==> src/rtl/textbuf_pkg.sv <==
// Shared definitions for the text buffer writer: FSM state encoding,
// character/control code constants and the RAM address width.
package textbuf_pkg;

   localparam int unsigned ADDR_W = 16;

   localparam logic [7:0] CH_BS        = 8'h08;
   localparam logic [7:0] CH_LF        = 8'h0A;
   localparam logic [7:0] CH_CR        = 8'h0D;
   localparam logic [7:0] CH_SPACE     = 8'h20;
   localparam logic [7:0] CH_PRINT_MIN = 8'h20;
   localparam logic [7:0] CH_PRINT_MAX = 8'h7E;

   typedef enum logic [2:0] {
      ST_IDLE,
      ST_WRITE,
      ST_CTRL,
      ST_CLEAR,
      ST_LINECLR
   } state_t;

   function automatic logic is_printable(input logic [7:0] c);
      return (c >= CH_PRINT_MIN) && (c <= CH_PRINT_MAX);
   endfunction

endpackage

==> src/rtl/textbuf_writer_cursor.sv <==
// Cursor counters for the text buffer writer: row, column and the running
// line base address (row*max_columns kept incrementally, no multiplier).
module textbuf_cursor
   import textbuf_pkg::*;
(
   input  logic              CLK_108MHz,
   input  logic              reset,
   input  logic [7:0]        max_rows,
   input  logic [7:0]        max_columns,
   input  logic              cmd_advance,
   input  logic              cmd_newline,
   input  logic              cmd_cr,
   input  logic              cmd_bs,
   input  logic              cmd_home,
   output logic [7:0]        row,
   output logic [7:0]        col,
   output logic [ADDR_W-1:0] line_base,
   output logic              at_last_col
);

   logic at_last_row;

   assign at_last_col = (col == max_columns - 8'd1);
   assign at_last_row = (row == max_rows - 8'd1);

   always_ff @(posedge CLK_108MHz or posedge reset) begin
      if (reset) begin
         row       <= '0;
         col       <= '0;
         line_base <= '0;
      end else if (cmd_home) begin
         row       <= '0;
         col       <= '0;
         line_base <= '0;
      end else if (cmd_newline || (cmd_advance && at_last_col)) begin
         // A printable in the last column wraps exactly like LF.
         col <= '0;
         if (at_last_row) begin
            row       <= '0;
            line_base <= '0;
         end else begin
            row       <= row + 8'd1;
            line_base <= line_base + ADDR_W'(max_columns);
         end
      end else if (cmd_advance) begin
         col <= col + 8'd1;
      end else if (cmd_cr) begin
         col <= '0;
      end else if (cmd_bs && (col != '0)) begin
         col <= col - 8'd1;
      end
   end

endmodule

==> src/rtl/textbuf_writer.sv <==
// Cursor-based character RAM writer; writes only while disp_active is low.
// Optional hardware scroll is enabled by defining TEXTBUF_SCROLL_EN.
module textbuf_writer
   import textbuf_pkg::*;
(
   input  logic              CLK_108MHz,
   input  logic              reset,
   input  logic [7:0]        max_rows,
   input  logic [7:0]        max_columns,
   input  logic              char_valid,
   input  logic [7:0]        char_data,
   output logic              char_ready,
   input  logic              clear_req,
   input  logic              disp_active,
   output logic              ram_we,
   output logic [ADDR_W-1:0] ram_addr,
   output logic [7:0]        ram_wdata,
   output logic [7:0]        cursor_row,
   output logic [7:0]        cursor_col,
   output logic [7:0]        top_row,
   output logic              busy
);

   state_t            state;
   logic              clr_pend;
   logic [7:0]        char_q;
   logic [ADDR_W-1:0] clr_addr;
   logic [7:0]        clr_row;
   logic [7:0]        clr_col;
   logic [ADDR_W-1:0] line_base;
   logic              at_last_col;
   logic              slot_free;
   logic              clr_last;
   logic              line_last;
   logic              cmd_advance, cmd_newline, cmd_cr, cmd_bs, cmd_home;

   assign slot_free = !disp_active;
   assign clr_last  = (clr_row == max_rows - 8'd1) && (clr_col == max_columns - 8'd1);
   assign line_last = (clr_col == max_columns - 8'd1);

`ifdef TEXTBUF_SCROLL_EN
   logic [7:0]        top_q;
   logic [7:0]        last_vis;
   logic              newline_now;
   logic [ADDR_W-1:0] new_line_base;

   assign last_vis      = (top_q == '0) ? max_rows - 8'd1 : top_q - 8'd1;
   assign newline_now   = ((state == ST_WRITE) && at_last_col) ||
                          ((state == ST_CTRL) && (char_q == CH_LF));
   // The physical row after the last visible one is always the old top row.
   assign new_line_base = (cursor_row == max_rows - 8'd1) ? '0
                                                          : line_base + ADDR_W'(max_columns);
   assign top_row       = top_q;
`else
   assign top_row = '0;
`endif

   assign cmd_advance = (state == ST_WRITE) && slot_free;
   assign cmd_newline = (state == ST_CTRL) && (char_q == CH_LF);
   assign cmd_cr      = (state == ST_CTRL) && (char_q == CH_CR);
   assign cmd_bs      = (state == ST_CTRL) && (char_q == CH_BS);
   assign cmd_home    = (state == ST_CLEAR) && slot_free && clr_last;

   textbuf_cursor u_cursor (
      .CLK_108MHz  (CLK_108MHz),
      .reset       (reset),
      .max_rows    (max_rows),
      .max_columns (max_columns),
      .cmd_advance (cmd_advance),
      .cmd_newline (cmd_newline),
      .cmd_cr      (cmd_cr),
      .cmd_bs      (cmd_bs),
      .cmd_home    (cmd_home),
      .row         (cursor_row),
      .col         (cursor_col),
      .line_base   (line_base),
      .at_last_col (at_last_col)
   );

   always_ff @(posedge CLK_108MHz or posedge reset) begin
      if (reset) begin
         state    <= ST_IDLE;
         clr_pend <= 1'b0;
         char_q   <= '0;
         clr_addr <= '0;
         clr_row  <= '0;
         clr_col  <= '0;
`ifdef TEXTBUF_SCROLL_EN
         top_q    <= '0;
`endif
      end else begin
         if (clear_req && (state != ST_CLEAR))
            clr_pend <= 1'b1;
         case (state)
            ST_IDLE: begin
               if (clr_pend) begin
                  state    <= ST_CLEAR;
                  clr_addr <= '0;
                  clr_row  <= '0;
                  clr_col  <= '0;
               end else if (char_valid) begin
                  char_q <= char_data;
                  state  <= is_printable(char_data) ? ST_WRITE : ST_CTRL;
               end
            end
            ST_WRITE, ST_CTRL: begin
               if ((state == ST_CTRL) || slot_free) begin
                  state <= ST_IDLE;
`ifdef TEXTBUF_SCROLL_EN
                  if (newline_now && (cursor_row == last_vis)) begin
                     state    <= ST_LINECLR;
                     clr_addr <= new_line_base;
                     clr_col  <= '0;
                     top_q    <= (top_q == max_rows - 8'd1) ? '0 : top_q + 8'd1;
                  end
`endif
               end
            end
            ST_CLEAR: begin
               if (slot_free) begin
                  clr_addr <= clr_addr + ADDR_W'(1);
                  if (line_last) begin
                     clr_col <= '0;
                     clr_row <= clr_row + 8'd1;
                  end else begin
                     clr_col <= clr_col + 8'd1;
                  end
                  if (clr_last) begin
                     state    <= ST_IDLE;
                     clr_pend <= 1'b0;
`ifdef TEXTBUF_SCROLL_EN
                     top_q    <= '0;
`endif
                  end
               end
            end
            ST_LINECLR: begin
               if (slot_free) begin
                  clr_addr <= clr_addr + ADDR_W'(1);
                  clr_col  <= clr_col + 8'd1;
                  if (line_last)
                     state <= ST_IDLE;
               end
            end
            default: state <= ST_IDLE;
         endcase
      end
   end

   // The write strobe is gated combinationally so it can never overlap disp_active.
   always_comb begin
      ram_we    = 1'b0;
      ram_addr  = '0;
      ram_wdata = '0;
      case (state)
         ST_WRITE: begin
            ram_we    = slot_free;
            ram_addr  = line_base + ADDR_W'(cursor_col);
            ram_wdata = char_q;
         end
         ST_CLEAR, ST_LINECLR: begin
            ram_we    = slot_free;
            ram_addr  = clr_addr;
            ram_wdata = CH_SPACE;
         end
         default: ;
      endcase
   end

   assign char_ready = (state == ST_IDLE) && !clr_pend && !reset;
   assign busy       = (state != ST_IDLE) || clr_pend;

endmodule

==> config.mk <==
export PLATFORM = sky130hd
export DESIGN_NAME = textbuf_writer
export DESIGN_NICKNAME = d
export VERILOG_FILES = /design/src/rtl/textbuf_pkg.sv /design/src/rtl/textbuf_writer_cursor.sv /design/src/rtl/textbuf_writer.sv
export SDC_FILE = /design/constraint.sdc
export NUM_CORES = 1
export LEC_CHECK = 0
export CAP_MARGIN = 20
export CORE_ASPECT_RATIO = 0.9
export CORE_MARGIN = 4
export CORE_UTILIZATION = 30
export CTS_CLUSTER_SIZE = 8
export DETAILED_ROUTE_END_ITERATION = 12
export PLACE_DENSITY = 0.52
export SYNTH_ARGS = -nofsm -noshare
export SYNTH_HDL_FRONTEND = slang
export SYNTH_HIERARCHICAL = 1
export SYNTH_SLANG_ARGS = --single-unit
==> constraint.sdc <==
create_clock -name CLK_108MHz -period 8.85 [get_ports CLK_108MHz]
set_input_delay 1.77 -clock CLK_108MHz [delete_from_list [all_inputs] [get_ports CLK_108MHz]]
set_output_delay 1.77 -clock CLK_108MHz [all_outputs]
set_load 0.05 [all_outputs]
==> results of run 1 <==
-- sequential cells by signal, summed over array words and instances, names as in the netlist --
signal / flops
u_cursor/col: 8
u_cursor/line_base: 16
clr_pend: 1
clr_col: 8
clr_addr: 16
u_cursor/row: 8
char_q: 8
state: 2
clr_row: 8
-- metal layers --
metal	track usage [%]	vias to the layer above	wire [um]
met5	0	-	0
met4	4.14	0	286
met3	2.77	16	753
li1	-	2929	-
met2	23.6	129	8450
met1	24.8	2876	10100
-- power by group through the flow --
stage	Clock (mW)	Combinational (mW)	Sequential, mW
floorplan	0	0.160	0.399
global placement	0	0.223	0.414
detailed placement	0	0.225	0.414
CTS	0.365	0.226	0.408
global route	0.383	0.243	0.413
finish	0.358	0.224	0.408
-- worst reg2reg max path, cell delays in order, from the launching register on --
cell     delay (ns)
dfrtp_1        0.42
inv_1          0.11
ha_1           0.56
nor2b_1        0.88
nand4_1        0.37
o21a_1         0.58
or4_1          0.62
nand3_1        0.09
-- through the flow --
step,instances,cell area [um2]
after floorplan,782,6410
after global placement,1111,7340
after detailed placement,1111,7340
after CTS,1127,7630
after global routing,1127,7630
final,1127,7630
-- cell type report --
| type | instances | area, um2 | share of cell area (%) |
|---|---|---|---|
| inverters | 38 | 143 | 1.87 |
| well taps | 286 | 358 | 4.69 |
| flip-flops and latches | 75 | 1880 | 24.6 |
| clock inverters | 4 | 23.8 | 0.311 |
| multi-input cells | 635 | 4210 | 55.1 |
| clock buffers | 12 | 267 | 3.49 |
| repair buffers | 77 | 756 | 9.90 |
-- worst paths after layout --
check,from,endpoint,slack (ns),cells past startpoint
max in group asynchronous,reset,clr_col[4],6.32,3
hold reg to reg,clr_addr[7],clr_addr[7],0.51,1
setup reg to reg,state[1],u_cursor/row[3],5.16,7
hold / removal,clr_addr[7],clr_addr[7],0.51,1
setup / recovery,u_cursor/col[0],ram_addr[14],3.17,9
min in group asynchronous,reset,clr_row[2],1.75,2
==> summary.md, run 1 <==
| Metric | Value |
|---|---|
| Fill cell count | `2234` |
| Seq pwr share | `41.2%` |
| Clock Sink Count | `75` |
| DR WL/cell | `17.4 um` |
| Layout Nets | `898` |
| Slew headroom | `32.8%` |
| Final Max Tran Viols | `0` |
| Final worst setup slack | `3.17 ns` |
| Max-cap viol count | `0` |
| Worst path slowest cell | `clkdlybuf4s50_1` |
| Root Driver | `clkbuf_16` |
| CTS Hold Bufs | `0` |
| Critical Path Sink Type | `output port` |
| Tot Pwr | `990 uW` |
| Number of setup buffers added after CTS | `0` |
| Yosys warns | `6` |
| GP Congestion | `0.811` |
| Initial drt markers | `584` |
| Gr usage total | `16.2%` |
| Power Density | `130 nW/um2` |
| Switching Fraction | `32.5%` |
| DIE HEIGHT | `146 um` |
| Max Buffers Root-to-Sink | `2` |
| Mapped Cells | `775` |
| Most frequent cells in the layout | `87 x nand2_1, 75 x dfrtp_1, 71 x clkdlybuf4s50_1` |
| Critical Path Fanout Max | `10` |
| Syn avg cell area | `8.24 um2` |
| F_max | `0.176 GHz` |
| Tcrit/Tclk final | `64.1%` |
| H-tree level count | `3` |
| Vias | `5950` |
| Final number of hold-violating endpoints | `0` |
| Post-route DRC violation count | `0` |
| Critical Path RT | `7.08 ns` |
| Int Power | `668 uW` |
| Most common cell after layout, fill and taps aside | `nand2_1` |
| Cts repair resizes | `0` |
| I/O Pins | `80` |
| Switching power total | `322 uW` |
| Post-DP HPWL | `14500 um` |
| Core Util, Final | `36.5%` |
| Max VDD drop | `98.1 uV` |
| Critical path, cell by cell | `ha_1 > fa_1 > a21o_1 > a21oi_1 > o21bai_1 > a21boi_0 > nor2_1 > o211ai_1 > clkdlybuf4s50_1` |
| Antenna Cells | `0` |
| CTS tree | `done` |
| Critical Path Max Stage Delay | `0.87 ns` |
| Worst Tran Pin Value | `1.01 ns` |
| Critical path class | `reg2out` |
| Largest net degree at the start of global routing | `38` |
| Die width | `162 um` |
| Initial antenna violation count | `0` |
| Startpoint Class | `flip-flop` |
| I/O Buffers | `71` |
| Critical path arrival | `3.91 ns` |
| Core Box Area | `20900 um2` |
| Clock transition at the registers of the reported paths | `0.06 ns` |
| # setup viols final | `0` |
| Row count | `50` |
| Fin crit period | `5.68 ns` |
| Area growth from synthesis to layout | `19.5%` |
| RSZ-0062 raised after global routing | `false` |
| Global route overflow | `0` |
| Detailed Routing Iterations Pass 1 | `5` |
| WP buf/inv | `1` |
| Via density | `5.28` |
| Gate power share | `22.6%` |
| Die area | `23700 um2` |
| Largest delay share family, worst path | `compound AO/OA/AOI/OAI gates` |
| Class of the worst hold path | `reg2reg` |
| Layout cells sized above 1 | `6.18%` |
| Initial core utilization | `30.6%` |
| Final Skew | `0.00848 ns` |
| Hold Slack | `0.512 ns` |
| Setup TNS | `0 ns` |
| Clock network power share | `36.2%` |
| Worst-Skew Late Latency | `0.34 ns` |
| Vias in the first global route | `5392` |
| First-pass GRT wire length | `30900 um` |
| CTS buffer count | `9` |
| DRT Wirelength | `19600 um` |
| Synthesized area | `6390 um2` |
| Worst slack, placed | `3.02 ns` |
| Cell leakage power | `3.20 nW` |
| Status | `completed` |
| Final ANT Viol Nets | `0` |
Note: power is estimated with default switching activity, not from simulation.
==> inputs of run 2 (changes only) <==
--- a/config.mk
+++ b/config.mk
@@ -11,7 +11,7 @@
 export CORE_UTILIZATION = 30
 export CTS_CLUSTER_SIZE = 8
 export DETAILED_ROUTE_END_ITERATION = 12
-export PLACE_DENSITY = 0.52
+export PLACE_DENSITY = 0.54
 export SYNTH_ARGS = -nofsm -noshare
 export SYNTH_HDL_FRONTEND = slang
 export SYNTH_HIERARCHICAL = 1
==> constraint.sdc (replaced) <==
create_clock -name CLK_108MHz -period 5 [get_ports CLK_108MHz]
set_input_delay 1 -clock CLK_108MHz [delete_from_list [all_inputs] [get_ports CLK_108MHz]]
set_output_delay 1 -clock CLK_108MHz [all_outputs]
set_load 0.05 [all_outputs]
==> run 2 against run 1 <==
Compared with the run above:
- sequential share of layout area fell by 0.47 points
- count of clock-buffer cells in the layout fell by 2
- cell area rose by 2.0%
- largest power group is now clock
==> summary.md, run 2 (synthesis results as in run 1) <==
| Metric | Value |
|---|---|
| First-pass GRT wire length | `31100 um (+0.71%)` |
| Post-Place Cells | `1124 (+1.2%)` |
| Max-cap viol count | `0 (unchanged)` |
| Worst hold start | `clr_addr[7]` |
| Fill cell count | `2179 (-2.5%)` |
| GP Congestion | `0.812 (+0.14%)` |
| Layout Nets | `911 (+1.4%)` |
| DR WL/cell | `16.8 um (-3.3%)` |
| Reg-to-reg slack, setup | `1.80 ns (-3.36 ns)` |
| Initial drt markers | `413 (-29%)` |
| Die width | `162 um (unchanged)` |
| Global route overflow | `0 (unchanged)` |
| Core Box Area | `20900 um2 (unchanged)` |
| Final worst setup slack | `0.362 ns (-2.81 ns)` |
| Critical path class | `reg2out` |
| Non-Filler Instances | `1140 (+1.2%)` |
| Root Driver | `clkbuf_16` |
| Area growth from synthesis to layout | `21.8%` |
| Worst-Skew Late Latency | `0.34 ns (about the same)` |
| Final Max Tran Viols | `0 (unchanged)` |
| I/O Buffers | `71 (unchanged)` |
| CTS Hold Bufs | `0 (unchanged)` |
| F_max | `0.216 GHz` |
| Critical Path Sink Type | `output port` |
| Power Density | `242 nW/um2 (+86%)` |
| DRT Wirelength | `19200 um (-2.2%)` |
| Critical path arrival | `3.64 ns (-0.27 ns)` |
| Post-route DRC violation count | `0 (unchanged)` |
| CTS buffer count | `9 (unchanged)` |
| Gr usage total | `16.2% (about the same)` |
| Fin crit period | `4.64 ns` |
| Initial antenna violation count | `1 (+1)` |
| Hold Slack | `0.509 ns (-0.00350 ns)` |
| Setup TNS | `0 ns (unchanged)` |
| Max VDD drop | `169 uV (+73%)` |
| Antenna Cells | `0 (unchanged)` |
| Die area | `23700 um2 (unchanged)` |
| Detailed Routing Iterations Pass 1 | `5 (unchanged)` |
| Most frequent cells in the layout | `87 x nand2_1, 75 x dfrtp_1, 71 x clkdlybuf4s50_1` |
| Clock Sink Count | `75 (unchanged)` |
| Initial core utilization | `30.6% (unchanged)` |
| Switching power total | `584 uW (+81%)` |
| Number of setup buffers added after CTS | `0 (unchanged)` |
| Max Buffers Root-to-Sink | `2 (unchanged)` |
| Most common cell after layout, fill and taps aside | `nand2_1` |
| Critical Path Fanout Max | `3 (-7)` |
| Layout cells sized above 1 | `7.49% (+1.3 points)` |
| RSZ-0062 raised after global routing | `false` |
| Worst R2R Path Depth | `11 (+4)` |
| Worst path slowest cell | `clkdlybuf4s50_1` |
| DIE HEIGHT | `146 um (unchanged)` |
| Worst Hold Path EP | `clr_addr[7]` |
| Switching Fraction | `31.0% (-1.5 points)` |
| Cts repair resizes | `0 (unchanged)` |
| Gate power share | `21.3% (-1.3 points)` |
| Row count | `50 (unchanged)` |
| Post-DP HPWL | `14700 um (+0.95%)` |
| RR Endpoint | `u_cursor/line_base[8]` |
| Class of the worst hold path | `reg2reg` |
| Cell leakage power | `3.28 nW (+2.5%)` |
| Reg2reg start | `clr_col[5]` |
| Worst slack, placed | `0.354 ns (-2.67 ns)` |
| Final number of hold-violating endpoints | `0 (unchanged)` |
| H-tree level count | `3 (unchanged)` |
| Vias in the first global route | `5638 (+4.6%)` |
| Largest net degree at the start of global routing | `29 (-24%)` |
| Int Power | `1.30 mW (+94%)` |
| Final ANT Viol Nets | `0 (unchanged)` |
| Hold path depth | `1 (unchanged)` |
| Critical Path RT | `4.00 ns (-3.08 ns)` |
| Clock transition at the registers of the reported paths | `0.06 ns (about the same)` |
| Worst Tran Pin Value | `0.881 ns (-0.125 ns)` |
| Seq pwr share | `38.4% (-2.8 points)` |
| Startpoint Class | `flip-flop` |
| Final Skew | `0.00906 ns (+0.000576 ns)` |
| Status | `completed` |
| CTS tree | `done` |
| Via density | `5.22 (-1.0%)` |
| I/O Pins | `80 (unchanged)` |
| Critical Path Max Stage Delay | `0.86 ns (about the same)` |
| Critical path, cell by cell | `ha_1 > fa_1 > a21o_1 > a21oi_1 > o21bai_1 > a21boi_0 > nor2_1 > o211ai_1 > clkdlybuf4s50_1` |
| Tot Pwr | `1.88 mW (+90%)` |
| Clock network power share | `40.3% (+4.1 points)` |
| Largest registers | `clr_addr (16), u_cursor/line_base (16)` |
| Tcrit/Tclk final | `92.8%` |
| Vias | `5956 (+0.10%)` |
| Slew headroom | `41.3% (+8.5 points)` |
| # setup viols final | `0 (unchanged)` |
[run 2: cell types whose count changed in the layout (fill, tap and decap cells not counted)]
cell | previous run | this run
buf_4 | 6 | 19
bufinv_16 | 0 | 3
clkbuf_8 | 3 | 0
clkinv_2 | 3 | 1
clkbuf_1 | 0 | 1
inv_6 | 0 | 1
[run 2: how the worst max path moves through the flow]
| stage | from | endpoint | depth (start not counted) |
|---|---|---|---|
| CTS | u_cursor/line_base[0] | ram_addr[14] | 9 |
| floorplan | u_cursor/col[0] | ram_addr[10] | 8 |
| global placement | max_columns[0] | u_cursor/line_base[8] | 14 |
| detailed placement | max_columns[1] | u_cursor/line_base[8] | 14 |
| finish | u_cursor/line_base[0] | ram_addr[14] | 9 |
| global route | u_cursor/line_base[0] | ram_addr[14] | 9 |
[run 2: cell type report]
class                      instances  area (um2)  share of cell area [%]
tap                              286         358                    4.60
sequential                        75        1880                    24.1
inverter                          38         143                    1.83
multi-input combinational        635        4210                    54.1
timing repair buffer              90         853                    11.0
clock inverter                     6         113                    1.45
clock buffer                      10         229                    2.94
[run 2: metrics by stage]
step	util (%)	cell area [um2]
after floorplan	-	6410
after global placement	35.6	7440
after detailed placement	35.6	7440
after CTS	37.2	7780
after global routing	37.2	7780
final	37.2	7780
[run 2: power by group through the flow]
| stage | clock [mW] | sequential (mW) | combinational, mW |
|---|---|---|---|
| 2_1_floorplan | 0 | 0.706 | 0.284 |
| 3_3_place_gp | 0 | 0.735 | 0.399 |
| 3_5_place_dp | 0 | 0.734 | 0.402 |
| 4_1_cts | 0.775 | 0.723 | 0.403 |
| 5_1_grt | 0.801 | 0.733 | 0.442 |
| 6_report | 0.759 | 0.723 | 0.400 |
[run 2: critical path, delay by kind of cell (launching register included)]
family | cells | cell delay (ns)
compound gates | 5 | 1.20
fa+ha+maj | 2 | 0.63
buf+inv | 1 | 0.86
flops | 1 | 0.43
simple gates | 1 | 0.18
[run 2: per-layer routing]
metal	track usage [%]	wire length (um)
met5	0	13
met4	3.93	207
met3	2.54	855
met2	23.9	8290
met1	24.7	9780
==> RTL edit 1, RTL diff (settings of run 1) <==
The option `TEXTBUF_SCROLL_EN` is turned on by a define.
--- a/src/rtl/textbuf_writer.sv
+++ b/src/rtl/textbuf_writer.sv
@@ -1,5 +1,7 @@
 // Cursor-based character RAM writer; writes only while disp_active is low.
 // Optional hardware scroll is enabled by defining TEXTBUF_SCROLL_EN.
+`define TEXTBUF_SCROLL_EN
+
 module textbuf_writer
    import textbuf_pkg::*;
 (
Function: changed (Yosys sat finds a counterexample within 4 cycles, from zero or initial values and one cycle with reset high).
==> RTL edit 1 against run 1 <==
Sequential cell count increased by 9; critical path depth rose by 5; routed wire length increased by 34%; area after synthesis up 28%; power rose by 140%; register-to-register slack got worse by 0.80 ns; worst setup slack got worse by 0.68 ns; design area rose by 26%; first-iteration DRC count shrank 7.5%; global-route usage up 1.1 points; sequential share of layout area shrank 2.7 points; synthesized cell count rose by 30%; critical endpoint is now clr_addr[0]; largest cell class unchanged; highest routed layer unchanged.
==> RTL edit 1: results (changes against run 1) <==
[die]
core_area_um2 = 27000  ; +29%

[global_route]
grt_pass1_vias = 7374  ; +37%
grt_max_degree = 53  ; +39%
gr-usage-met3_pct = 3.50  ; +0.74 points

[place]
postPlaceCellArea_um2 = 9250  ; +26%
gp_congestion = 0.854  ; +5.4%
dp_cells = 1392  ; +25%
port_buffers = 79  ; +11%

[power_and_ir_drop]
p_leak_nw = 3.99  ; +25%
max-vdd-ir-drop_mv = 0.158  ; +61%
p_int_w = 0.00123  ; +85%
p_clk_share_pct = 17.5  ; -19 points

[worst_setup_path]
cp_slowest_stage_delay_ns = 0.81  ; -0.06 ns
timing.rr.end = clr_addr[0]
crit_fanout = 17  ; +7
reg2reg_slack_ns = 4.36  ; -0.80 ns

[sta]
relSlewSlack_pct = 25.1  ; -7.7 points

[final_layout]
final-clk-cell-share_pct = 3.31  ; -0.49 points
multi_input_cells = 820  ; +29%

[route]
dr_wl_met3_mm = 1.45  ; +92%
totalWireLength_mm = 26.2  ; +34%
met2WireLength_mm = 11.1  ; +31%
dr.first_iter.drc_count = 540  ; -7.5%

[worst_hold_path]
hp-start = char_q[5]

[yosys]
synth_cells = 1005  ; +30%

[status]
status = finished clean

RTL edit 1: cell types whose count changed in the layout (fill, tap and decap cells not counted), sizes merged, moves of 10 or more:
| cell | run 1 | this run |
|---|---|---|
| and3 | 9 | 35 |
| o21ai | 39 | 60 |
| xnor2 | 29 | 48 |
| a221o | 1 | 18 |
| a22o | 10 | 24 |
| nor2 | 62 | 76 |
| nand2 | 87 | 76 |
| a21oi | 39 | 49 |
| a32o | 1 | 11 |
| or4 | 4 | 14 |
RTL edit 1: how the worst max path moves through the flow:
stage | to | depth (start not counted) | startpoint
2_1_floorplan | ram_addr[8] | 10 | u_cursor/col[0]
3_3_place_gp | clr_addr[1] | 14 | max_columns[1]
3_5_place_dp | clr_addr[0] | 14 | max_columns[1]
4_1_cts | clr_addr[0] | 14 | max_columns[1]
5_1_grt | clr_addr[1] | 14 | max_columns[1]
6_report | clr_addr[0] | 14 | max_columns[1]
==> RTL edit 2, RTL diff (settings of run 1) <==
Without the edit above. The 5 states of `state_t` get a Gray code encoding in 3 bits.
--- a/src/rtl/textbuf_pkg.sv
+++ b/src/rtl/textbuf_pkg.sv
@@ -12,11 +12,11 @@
    localparam logic [7:0] CH_PRINT_MAX = 8'h7E;
 
    typedef enum logic [2:0] {
-      ST_IDLE,
-      ST_WRITE,
-      ST_CTRL,
-      ST_CLEAR,
-      ST_LINECLR
+      ST_IDLE    = 3'b000,
+      ST_WRITE   = 3'b001,
+      ST_CTRL    = 3'b011,
+      ST_CLEAR   = 3'b010,
+      ST_LINECLR = 3'b110
    } state_t;
 
    function automatic logic is_printable(input logic [7:0] c);
Behaviour: same outputs for any inputs over 4 cycles, from zero or initial values and one cycle with reset high; so few cycles prove little.
==> RTL edit 2 against run 1 <==
Sequential power fell by 2%; critical endpoint is now u_cursor/row[3]; routed wire length decreased by 10%; design area decreased by 4.9%; register-to-register slack got worse by 0.28 ns; critical path depth rose by 1; area after synthesis fell by 4.9%; clock skew is 0.00051 ns lower; power is 8.4% higher; sequential cell count is the same; global-route usage down 0.36 points; worst setup slack worse by 0.37 ns; critical path type is now in2reg.
==> RTL edit 2: results (changes against run 1) <==
[status]
status = finished clean

[global_route]
grt_pass1_vias = 5176  ; -4.0%
grt_pass1_wl_mm = 28.4  ; -8.1%
grt_max_degree = 44  ; +16%
grt_use_total_pct = 15.8  ; -0.36 points

[worst_setup_path]
worstReg2RegStart = clr_col[7]
timing.rr.end = u_cursor/row[3]
worstPathArrival_ns = 6.32  ; +2.41 ns
reg2regPathDepth = 9  ; +2
cp_top_family = simple AND/OR/NAND/NOR gates
reg2reg_slack_ns = 4.88  ; -0.28 ns
cp_slowest_stage_delay_ns = 0.75  ; -0.12 ns
critPathSlowestCell = nor4_1
crit_fanout = 24  ; +14

[worst_hold_path]
hp-start = u_cursor/line_base[6]
hold_depth = 2  ; +1
hold_path_end = u_cursor/line_base[6]
hold_path_class = reg2reg

[sta]
relSlewSlack_pct = 36.2  ; +3.4 points
max_freq_ghz = 0.165  ; -6.1%
skew_ns = 0.00798  ; -0.000506 ns

[power_and_ir_drop]
p_leak_nw = 3.02  ; -5.5%
max-vdd-ir-drop_mv = 0.0779  ; -21%

[clock_tree]
h-tree-depth = 3  ; unchanged
clock-root-buffer = clkbuf_16
cts_setup_buffers = 0  ; unchanged
clk_pin_slew_ns = 0.06  ; about the same
cts-resized-gates = 0  ; unchanged
cts_max_path_buffers = 2  ; unchanged

[final_layout]
fin_nets = 852  ; -5.1%
drive_gt1_share_pct = 5.92  ; -0.26 points
n_fill_cell = 2032  ; -9.0%

[place]
gp_congestion = 0.829  ; +2.3%
dp_hpwl_mm = 12.9  ; -11%
port_buffers = 71  ; unchanged
postPlaceCellArea_um2 = 6970  ; -5.1%
pre_cts_slack_ns = 2.53  ; -0.493 ns

[route]
drt-pass1-iter-count = 5  ; unchanged
dr.first_iter.drc_count = 418  ; -28%
vias = 5546  ; -6.8%
totalWireLength_mm = 17.6  ; -10%

==> RTL edit 2: cell type report <==
class	count	area, µm²	area share (%)
clock inverter	6	67.6	0.931
multi-input combinational	594	3890	53.6
inverter	34	128	1.76
sequential	75	1880	25.9
timing repair buffer	76	748	10.3
tap	255	319	4.40
clock buffer	9	225	3.10
==> RTL edit 2: where the power goes <==
group	leakage, nW	total, W	internal [W]	switching [W]
logic	1.88	0.000301	0.000103	0.000198
registers	1.00	0.000400	0.000363	0.0000372
clock network	0.137	0.000372	0.000217	0.000155
total	3.02	0.00107	0.000683	0.000390
==> RTL edit 2: worst max path at each step <==
stage,from,to,slack [ns],depth (start not counted)
floorplan,u_cursor/col[0],ram_addr[10],3.57,9
global placement,max_columns[2],u_cursor/row[3],2.74,10
detailed placement,max_columns[2],u_cursor/row[3],2.53,10
CTS,max_columns[2],u_cursor/row[3],2.88,10
global route,max_columns[2],u_cursor/row[5],2.48,10
finish,max_columns[2],u_cursor/row[3],2.80,10
==> RTL edit 2: worst min-delay path, cell delays in order (launching register included) <==
cell	delay (ns)
dfrtp_1	0.38
nand2_1	0.06
nand2_1	0.06
==> RTL edit 2: routing by layer <==
layer  part of all wire (%)  up-vias  track usage, %
met5                      0        -               0
met4                    1.8        0            4.26
met3                    6.0       21            3.36
met2                     43      155            23.2
met1                     49     2651            23.6
li1                       -     2719               -
==> RTL edit 2: metrics by stage <==
stage,hold slack (ns),util (%),instances
after global routing,0.552,36.4,1049
after CTS,0.538,36.4,1049
after detailed placement,0.524,35.0,1034
final,0.531,36.4,1049
after floorplan,0.469,-,738
after global placement,0.512,35.0,1034
